### src/rtl/cpu_sequencer.sv
// Multi-cycle control sequencer for the RV32I datapath: fetch/decode/execute/mem/writeback
// handshakes, halt detection, memory-wait timeout and a retired-instruction counter.
`timescale 1ns/1ps

module cpu_sequencer #(
   parameter int unsigned CNT_W       = 32,
   parameter int unsigned MEM_TIMEOUT = 255
) (
   input  logic             clk,
   input  logic             reset,
   input  logic             start,
   input  logic [6:0]       opcode,
   input  logic             branch_taken,
   input  logic             imem_ready,
   input  logic             dmem_ready,
   output logic             imem_req,
   output logic             ir_load,
   output logic             dmem_req,
   output logic             dmem_we,
   output logic             reg_wenb,
   output logic             pc_write,
   output logic             pc_sel,
   output logic             halted,
   output logic             error,
   output logic [2:0]       state,
   output logic [CNT_W-1:0] instret
);

   localparam int unsigned      TMO_W    = 16;
   localparam logic [TMO_W-1:0] TMO_LAST = TMO_W'(MEM_TIMEOUT - 1);

   typedef enum logic [2:0] {
      S_IDLE    = 3'd0,
      S_FETCH   = 3'd1,
      S_DECODE  = 3'd2,
      S_EXECUTE = 3'd3,
      S_MEM     = 3'd4,
      S_WB      = 3'd5,
      S_HALT    = 3'd6
   } state_t;

   typedef enum logic [2:0] {
      C_ALU, C_JUMP, C_BRANCH, C_LOAD, C_STORE, C_SYSTEM, C_ILLEGAL
   } iclass_t;

   state_t            state_q, state_d;
   iclass_t           cls_q, dec_cls;
   logic [TMO_W-1:0]  tmo_q, tmo_d;
   logic              error_q, error_d;
   logic              halted_q;
   logic [CNT_W-1:0]  instret_q;
   logic              retire_c;

   function automatic iclass_t classify(input logic [6:0] op);
      case (op)
         7'b0000011: return C_LOAD;
         7'b0100011: return C_STORE;
         7'b1100011: return C_BRANCH;
         7'b1101111,
         7'b1100111: return C_JUMP;
         7'b0110111,
         7'b0010111,
         7'b0110011,
         7'b0010011: return C_ALU;
         7'b1110011: return C_SYSTEM;
         default:    return C_ILLEGAL;
      endcase
   endfunction

   assign dec_cls = classify(opcode);

   // State, captured instruction class, timeout, status and retire counter
   always_ff @(posedge clk) begin
      if (reset) begin
         state_q   <= S_IDLE;
         cls_q     <= C_ALU;
         tmo_q     <= '0;
         error_q   <= 1'b0;
         halted_q  <= 1'b0;
         instret_q <= '0;
      end else begin
         state_q  <= state_d;
         tmo_q    <= tmo_d;
         error_q  <= error_d;
         halted_q <= (state_d == S_HALT);
         if (state_q == S_DECODE) cls_q <= dec_cls;
         if (retire_c) instret_q <= instret_q + CNT_W'(1);
      end
   end

   // Next state; a ready in the cycle the wait count expires still completes the access
   always_comb begin
      state_d = state_q;
      tmo_d   = tmo_q;
      error_d = error_q;
      case (state_q)
         S_IDLE: if (start) state_d = S_FETCH;
         S_FETCH: begin
            if (imem_ready) begin
               state_d = S_DECODE;
            end else if (tmo_q == TMO_LAST) begin
               state_d = S_HALT;
               error_d = 1'b1;
            end else begin
               tmo_d = tmo_q + TMO_W'(1);
            end
         end
         S_DECODE: begin
            case (dec_cls)
               C_SYSTEM:  state_d = S_HALT;
               C_ILLEGAL: begin
                  state_d = S_HALT;
                  error_d = 1'b1;
               end
               default:   state_d = S_EXECUTE;
            endcase
         end
         S_EXECUTE: begin
            case (cls_q)
               C_BRANCH:        state_d = S_FETCH;
               C_LOAD, C_STORE: state_d = S_MEM;
               default:         state_d = S_WB;
            endcase
         end
         S_MEM: begin
            if (dmem_ready) begin
               state_d = (cls_q == C_LOAD) ? S_WB : S_FETCH;
            end else if (tmo_q == TMO_LAST) begin
               state_d = S_HALT;
               error_d = 1'b1;
            end else begin
               tmo_d = tmo_q + TMO_W'(1);
            end
         end
         S_WB:    state_d = S_FETCH;
         S_HALT:  state_d = S_HALT;
         default: state_d = S_IDLE;
      endcase
      if ((state_d != state_q) && ((state_d == S_FETCH) || (state_d == S_MEM))) tmo_d = '0;
   end

   // Strobes decode from state and same-cycle ready; reset suppresses any completing strobe
   always_comb begin
      imem_req = 1'b0;
      ir_load  = 1'b0;
      dmem_req = 1'b0;
      dmem_we  = 1'b0;
      reg_wenb = 1'b0;
      pc_write = 1'b0;
      pc_sel   = 1'b0;
      retire_c = 1'b0;
      case (state_q)
         S_FETCH: begin
            imem_req = 1'b1;
            ir_load  = imem_ready && !reset;
         end
         S_EXECUTE: begin
            if (cls_q == C_BRANCH) begin
               pc_write = !reset;
               pc_sel   = branch_taken;
               retire_c = 1'b1;
            end
         end
         S_MEM: begin
            dmem_req = 1'b1;
            dmem_we  = (cls_q == C_STORE);
            if (dmem_ready && (cls_q == C_STORE)) begin
               pc_write = !reset;
               retire_c = 1'b1;
            end
         end
         S_WB: begin
            reg_wenb = !reset;
            pc_write = !reset;
            pc_sel   = (cls_q == C_JUMP);
            retire_c = 1'b1;
         end
         default: ;
      endcase
   end

   assign halted  = halted_q;
   assign error   = error_q;
   assign state   = state_q;
   assign instret = instret_q;

endmodule

### config.mk
export PLATFORM = sky130hd
export DESIGN_NAME = cpu_sequencer
export DESIGN_NICKNAME = d
export VERILOG_FILES = /design/src/rtl/cpu_sequencer.sv
export SDC_FILE = /design/constraint.sdc
export NUM_CORES = 1
export LEC_CHECK = 0
export BUFFER_PORTS_ARGS = -buffer_cell sky130_fd_sc_hd__buf_2
export CORE_UTILIZATION = 51
export CTS_CLUSTER_SIZE = 40
export DETAILED_ROUTE_END_ITERATION = 10
export HOLD_SLACK_MARGIN = 0.08
export PLACE_DENSITY_LB_ADDON = 0.2
export SLEW_MARGIN = 15
export SYNTH_ARGS = -nofsm -noshare
export SYNTH_HDL_FRONTEND = slang
export SYNTH_SLANG_ARGS = --single-unit
### constraint.sdc
create_clock -name clk -period 4.4 [get_ports clk]
set_input_delay 0.66 -clock clk [delete_from_list [all_inputs] [get_ports clk]]
set_output_delay 0.66 -clock clk [all_outputs]
set_load 0.02 [all_outputs]
Word-level counts from Yosys, hierarchy flattened
Index checks and enable logic that the tools add are counted.
{"block": "word_totals", "reg_bits": 56, "inputBits": 13, "out_inout_bits": 44}
{"block": "op_classes", "n_eq_ne": 30, "addsub": 2, "n_mux": 31, "n_reduce_logical": 15}
{"cell": "two-way mux 16 bit", "count": 3}
{"cell": "adder 32 x 1 -> 32 bit, second input constant", "count": 1}
{"cell": "one-hot mux 16 bit (2 select lines)", "count": 1}
{"cell": "== test 7 bit, second input constant", "count": 4}
{"cell": "== test 3 bit, second input constant", "count": 8}
{"cell": "== test 7 x 6 -> 1 bit, second input constant", "count": 3}
{"cell": "one-hot mux 3 bit (7 select lines)", "count": 1}
{"cell": "two-way mux 3 bit", "count": 6}
{"cell": "one-hot mux 3 bit (6 select lines)", "count": 1}
{"cell": "adder 16 x 1 -> 16 bit, second input constant", "count": 1}
{"cell": "== test 16 x 8 -> 1 bit, second input constant", "count": 1}
{"cell": "== test 7 x 5 -> 1 bit, second input constant", "count": 2}
{"cell": "two-way mux 1 bit", "count": 14}
{"cell": "== test 3 x 2 -> 1 bit, second input constant", "count": 4}
{"cell": "== test 3 x 1 -> 1 bit, second input constant", "count": 3}
{"cell": "one-hot mux 1 bit (3 select lines)", "count": 3}
{"cell": "OR reduction 2 bit", "count": 4}
{"cell": "== test 7 x 2 -> 1 bit, second input constant", "count": 1}
{"cell": "one-hot mux 3 bit (2 select lines)", "count": 1}
{"cell": "!= test 2 bit, second input constant", "count": 2}
{"cell": "AND reduction 4 bit", "count": 1}
{"cell": "OR reduction 4 bit", "count": 1}
{"cell": "logical AND 1 bit", "count": 3}
{"cell": "zero test 3 bit", "count": 1}
{"cell": "other kinds (8)", "count": 8}

Depth between registers and ports, before layout
{"block": "depth", "depth_word": 11, "mapped_depth": 10, "mapped_depth_nobuf": 8}

Worst setup path after synthesis
OpenSTA, ideal clock, no wires.
{"block": "synth_path", "path_kind": "reg2out", "start": "register state_q[1] (netlist: state[1])", "end": "output port pc_write", "path_slack_ns": 1.961, "path_stages_with_launch": 7, "arrival_time_ns": 1.779, "required_time_ns": 3.740, "path_cell_list": "dfxtp_1 > buf_4 > nor3b_2 > nand2_1 > a2bb2oi_2 > buf_2 > nor2_1"}
{"block": "synth_via", "elab_chain_len": 2, "elab_cells_between_ends": 4, "cone_classes": "eq/ne: 3; mux: 1"}
{"element": "start, declared", "line_no": "46", "rtl": "state_t state_q, state_d;"}
{"element": "start signal, assigned", "line_no": "82", "rtl": "state_q <= state_d;"}
{"element": "== test 3 bit / == test 3 x 2 -> 1 bit (equally long branches)", "line_no": "152", "rtl": "case (state_q)"}
{"element": "one-hot mux 1 bit (3 select lines) *", "line_no": "152"}
{"element": "end, declared", "line_no": "21", "rtl": "output logic pc_write,"}
Every way passes the cells marked *; elsewhere a longest branch is shown, timed or not.

Worst setup path in the final report
Ends and elaborated chain as after synthesis.

==> results.toml <==
[setup_path]
cp_top_family = "flip-flops"
timing.critical_path.cells = "or3b_1 > o21ai_2 > a2bb2oi_2 > buf_4 > nor2_1 > buf_2"
cp_slowest_stage_delay_ns = 0.63
path_class = "reg2out"
setup.reg_to_reg.worst_slack_ns = 1.80
path_max_fanout = 27
worst-endpoint-required_ns = 3.74
crit_path_buffers_inverters = 2
endpoint_kind = "output pin"
worst_path_max_delay_cell = "dfxtp_1"
critical_path_arrival_ns = 2.14
worstSetupStartpointType = "register"

[clock_tree]
clock_path_buffers = 2
number_of_sinks_handled_by_clock_tree_synthesis = 56
cells_resized_by_post_cts_repair = 0
cts_made_buffers = 5
cts.root.buffer_cell = "clkbuf_8"
insertion_delay_ns = 0.33
postCtsHoldBufs = 0
clk_transition_reported_paths_ns = 0.11
cts_post_setup_buffers_inserted = 0
cts_tree = "built"
htree_num_levels = 2

[timing]
timing.final.hold_violations = 0
setup_violations = 0
worstMarginPinSlew_ns = 0.776
slew_headroom_pct = 48.3
fmax_mhz = 357
fin_hold_ws_ns = 0.505
slew_viol_final = 0
fin_tns_setup_ns = 0
min_period_over_period_pct = 63.7
rsz0062_at_grt = "false"
fin_crit_ns = 2.80
fin_worst_skew_ns = 0.0125

[synth]
synth_edf_count = 0
synth-seq-area-share_pct = 35.9
synth_seq_cells = 56
synth_flop_cell = "dfxtp_1"
syn_avg_cell_area_um2 = 8.54
syn_area_um2 = 3130
cell_type_contributing_the_most_total_cell_area_after_synthesis = "dfxtp_1"
synthDominantCellAreaShare_pct = 35.9
post_synth_inst_count = 366
synth.yosys.warnings = 0
synth_async_sr_flop_share_pct = 0
synth_top_cells_by_area = "dfxtp_1 (36%), xnor2_1 (10%), nor2_1 (6.2%), nor4_1 (5.0%), nor4_2 (4.0%)"
ys_top_cells_by_count = "dfxtp_1 (56), nor2_1 (52), xnor2_1 (36)"
ys_types = 53
synthMostInstantiatedCell = "dfxtp_1"
synth_fp_nets = 382

[route]
dr_total_vias = 2791
totalWireLength_um = 6690
drc = 0
viasPerCell = 5.68
final_antenna_net_count = 0
route.detailed.wl_per_inst_um = 13.6
drt-initial-drc-count = 184
drt_pre_antenna_iters = 4

[job]
maxCapViolCount = 0

[power]
peakVddDrop_uv = 154
power.static_leakage_nw = 1.22
powerDensity_nw_per_um2 = 248

[floorplanning]
fp.dieArea_um2 = 6450
start_util_pct = 52.8
floorplan.die.width_um = 80.3
floorplan.io_pins = 57
floorplan.core_area_um2 = 5920
die_h_um = 80.3
rows = 28

[global_route]
grt_busiest_layer = "met2"
number_of_antenna_violations_at_the_first_check_in_global_routing = 0
grt_max_degree = 57
grt_util_met1_pct = 29.3
grtUsageMet2_pct = 35.6
grt_pass1_vias = 2495
grt_first_pass_wirelength_um = 11400
grt.met3_usage_pct = 3.98
overflow_left_after_global_routing = 0
global_route_usage_over_all_layers_pct = 22.0

[cells_and_area]
syn_to_layout_area_delta_pct = 13.0
final-instance-count-excl-fill = 491
layout_cell_share_with_drive_strength_beyond_1_pct = 21.6
design.final.nets = 431
num_antenna_cells = 0

[placement]
half_perimeter_wire_length_after_detailed_placement_um = 4660
routabilityCongestion = 0.876
dp_cells = 482
buffer_ports.inserted = 56

[min_path]
hp-class = "reg2reg"

[run_status]
status = "finished, final reports clean"
state kept, by name, summed over array words and instances (netlist names):
signal   flops
cls_q        3
error        1
halted       1
instret     32
state        3
tmo_q       16
worst register-to-register path, delay by kind of cell (launching register included):
kind,cells,cell delay (ns)
buffers and inverters,1,0.30
AOI/OAI and AO/OA,3,0.95
DFF,1,0.68
and+or+nand+nor,2,0.53
cells in the final DEF, fill, tap and decap left out, types with 2 or more instances in the layout:
cell type / instances
nand4_1: 15
nor4_1: 25
xor2_1: 10
nor4_2: 10
nand2b_1: 6
ha_1: 3
nand2_1: 31
nor3b_1: 6
a311o_1: 2
nor3_1: 14
buf_4: 2
nor2_1: 52
clkbuf_8: 6
nand3_1: 16
nor2b_1: 3
and3_1: 6
or3b_1: 4
a31oi_1: 4
xnor2_1: 36
and4bb_2: 2
o21ai_0: 3
buf_2: 56
and4_1: 4
inv_1: 8
clkinv_4: 2
nor4b_1: 2
a21oi_1: 4
and2_1: 3
dfxtp_1: 56
o21ai_1: 2
through the flow:
stage / utilization, % / total power, mW / area, um2 / setup slack (ns)
2_1_floorplan: - / 0.574 / 3130 / 1.96
3_3_place_gp: 57.8 / 0.589 / 3420 / 1.51
3_5_place_dp: 57.8 / 0.589 / 3420 / 1.41
4_1_cts: 59.4 / 0.885 / 3520 / 1.50
5_1_grt: 59.6 / 0.910 / 3530 / 1.46
6_report: 59.6 / 0.875 / 3530 / 1.60
kinds of logic after synthesis:
family | count (synthesis) | share of synthesized area (%)
AO/OA/AOI/OAI | 29 | 8.01
XOR/XNOR | 46 | 12.9
adder cells (fa/ha/maj) | 3 | 1.20
buffers and inverters | 26 | 4.04
flip-flops | 56 | 35.9
AND/OR/NAND/NOR | 206 | 38.0
cell type report:
type                       instances  area (um2)
timing repair buffer              59         309
fill                             546        2390
multi-input combinational        284        1880
clock inverter                     3        26.3
inverter                           9        33.8
sequential                        56        1120
tap                               75        93.8
clock buffer                       5        68.8
power by group:
group	internal, mW	total, mW	switching, mW	leakage (nW)
clock	0.116	0.297	0.181	0.0487
sequential	0.509	0.515	0.00624	0.451
combinational	0.0223	0.0625	0.0403	0.723
metal layers:
| layer | up-vias | part of all wire, % | wire [um] |
|---|---|---|---|
| li1 | 1410 | - | - |
| met1 | 1301 | 48 | 3230 |
| met2 | 69 | 46 | 3100 |
| met3 | 11 | 3.8 | 255 |
| met4 | 0 | 1.5 | 101 |
| met5 | - | 0 | 0 |
path summary, 6_finish.rpt:
| kind | from | endpoint | depth (start not counted) |
|---|---|---|---|
| min reg2reg | instret[1]$_SDFFE_PP0P_ | instret[1]$_SDFFE_PP0P_ | 2 |
| max reg2reg | state[0]$_SDFF_PP0_ | tmo_q[7]$_SDFFE_PP0P_ | 6 |
| min | instret[1]$_SDFFE_PP0P_ | instret[1]$_SDFFE_PP0P_ | 2 |
| max | state[1]$_SDFF_PP0_ | pc_write | 6 |
Note: power is estimated with default switching activity, not from simulation.
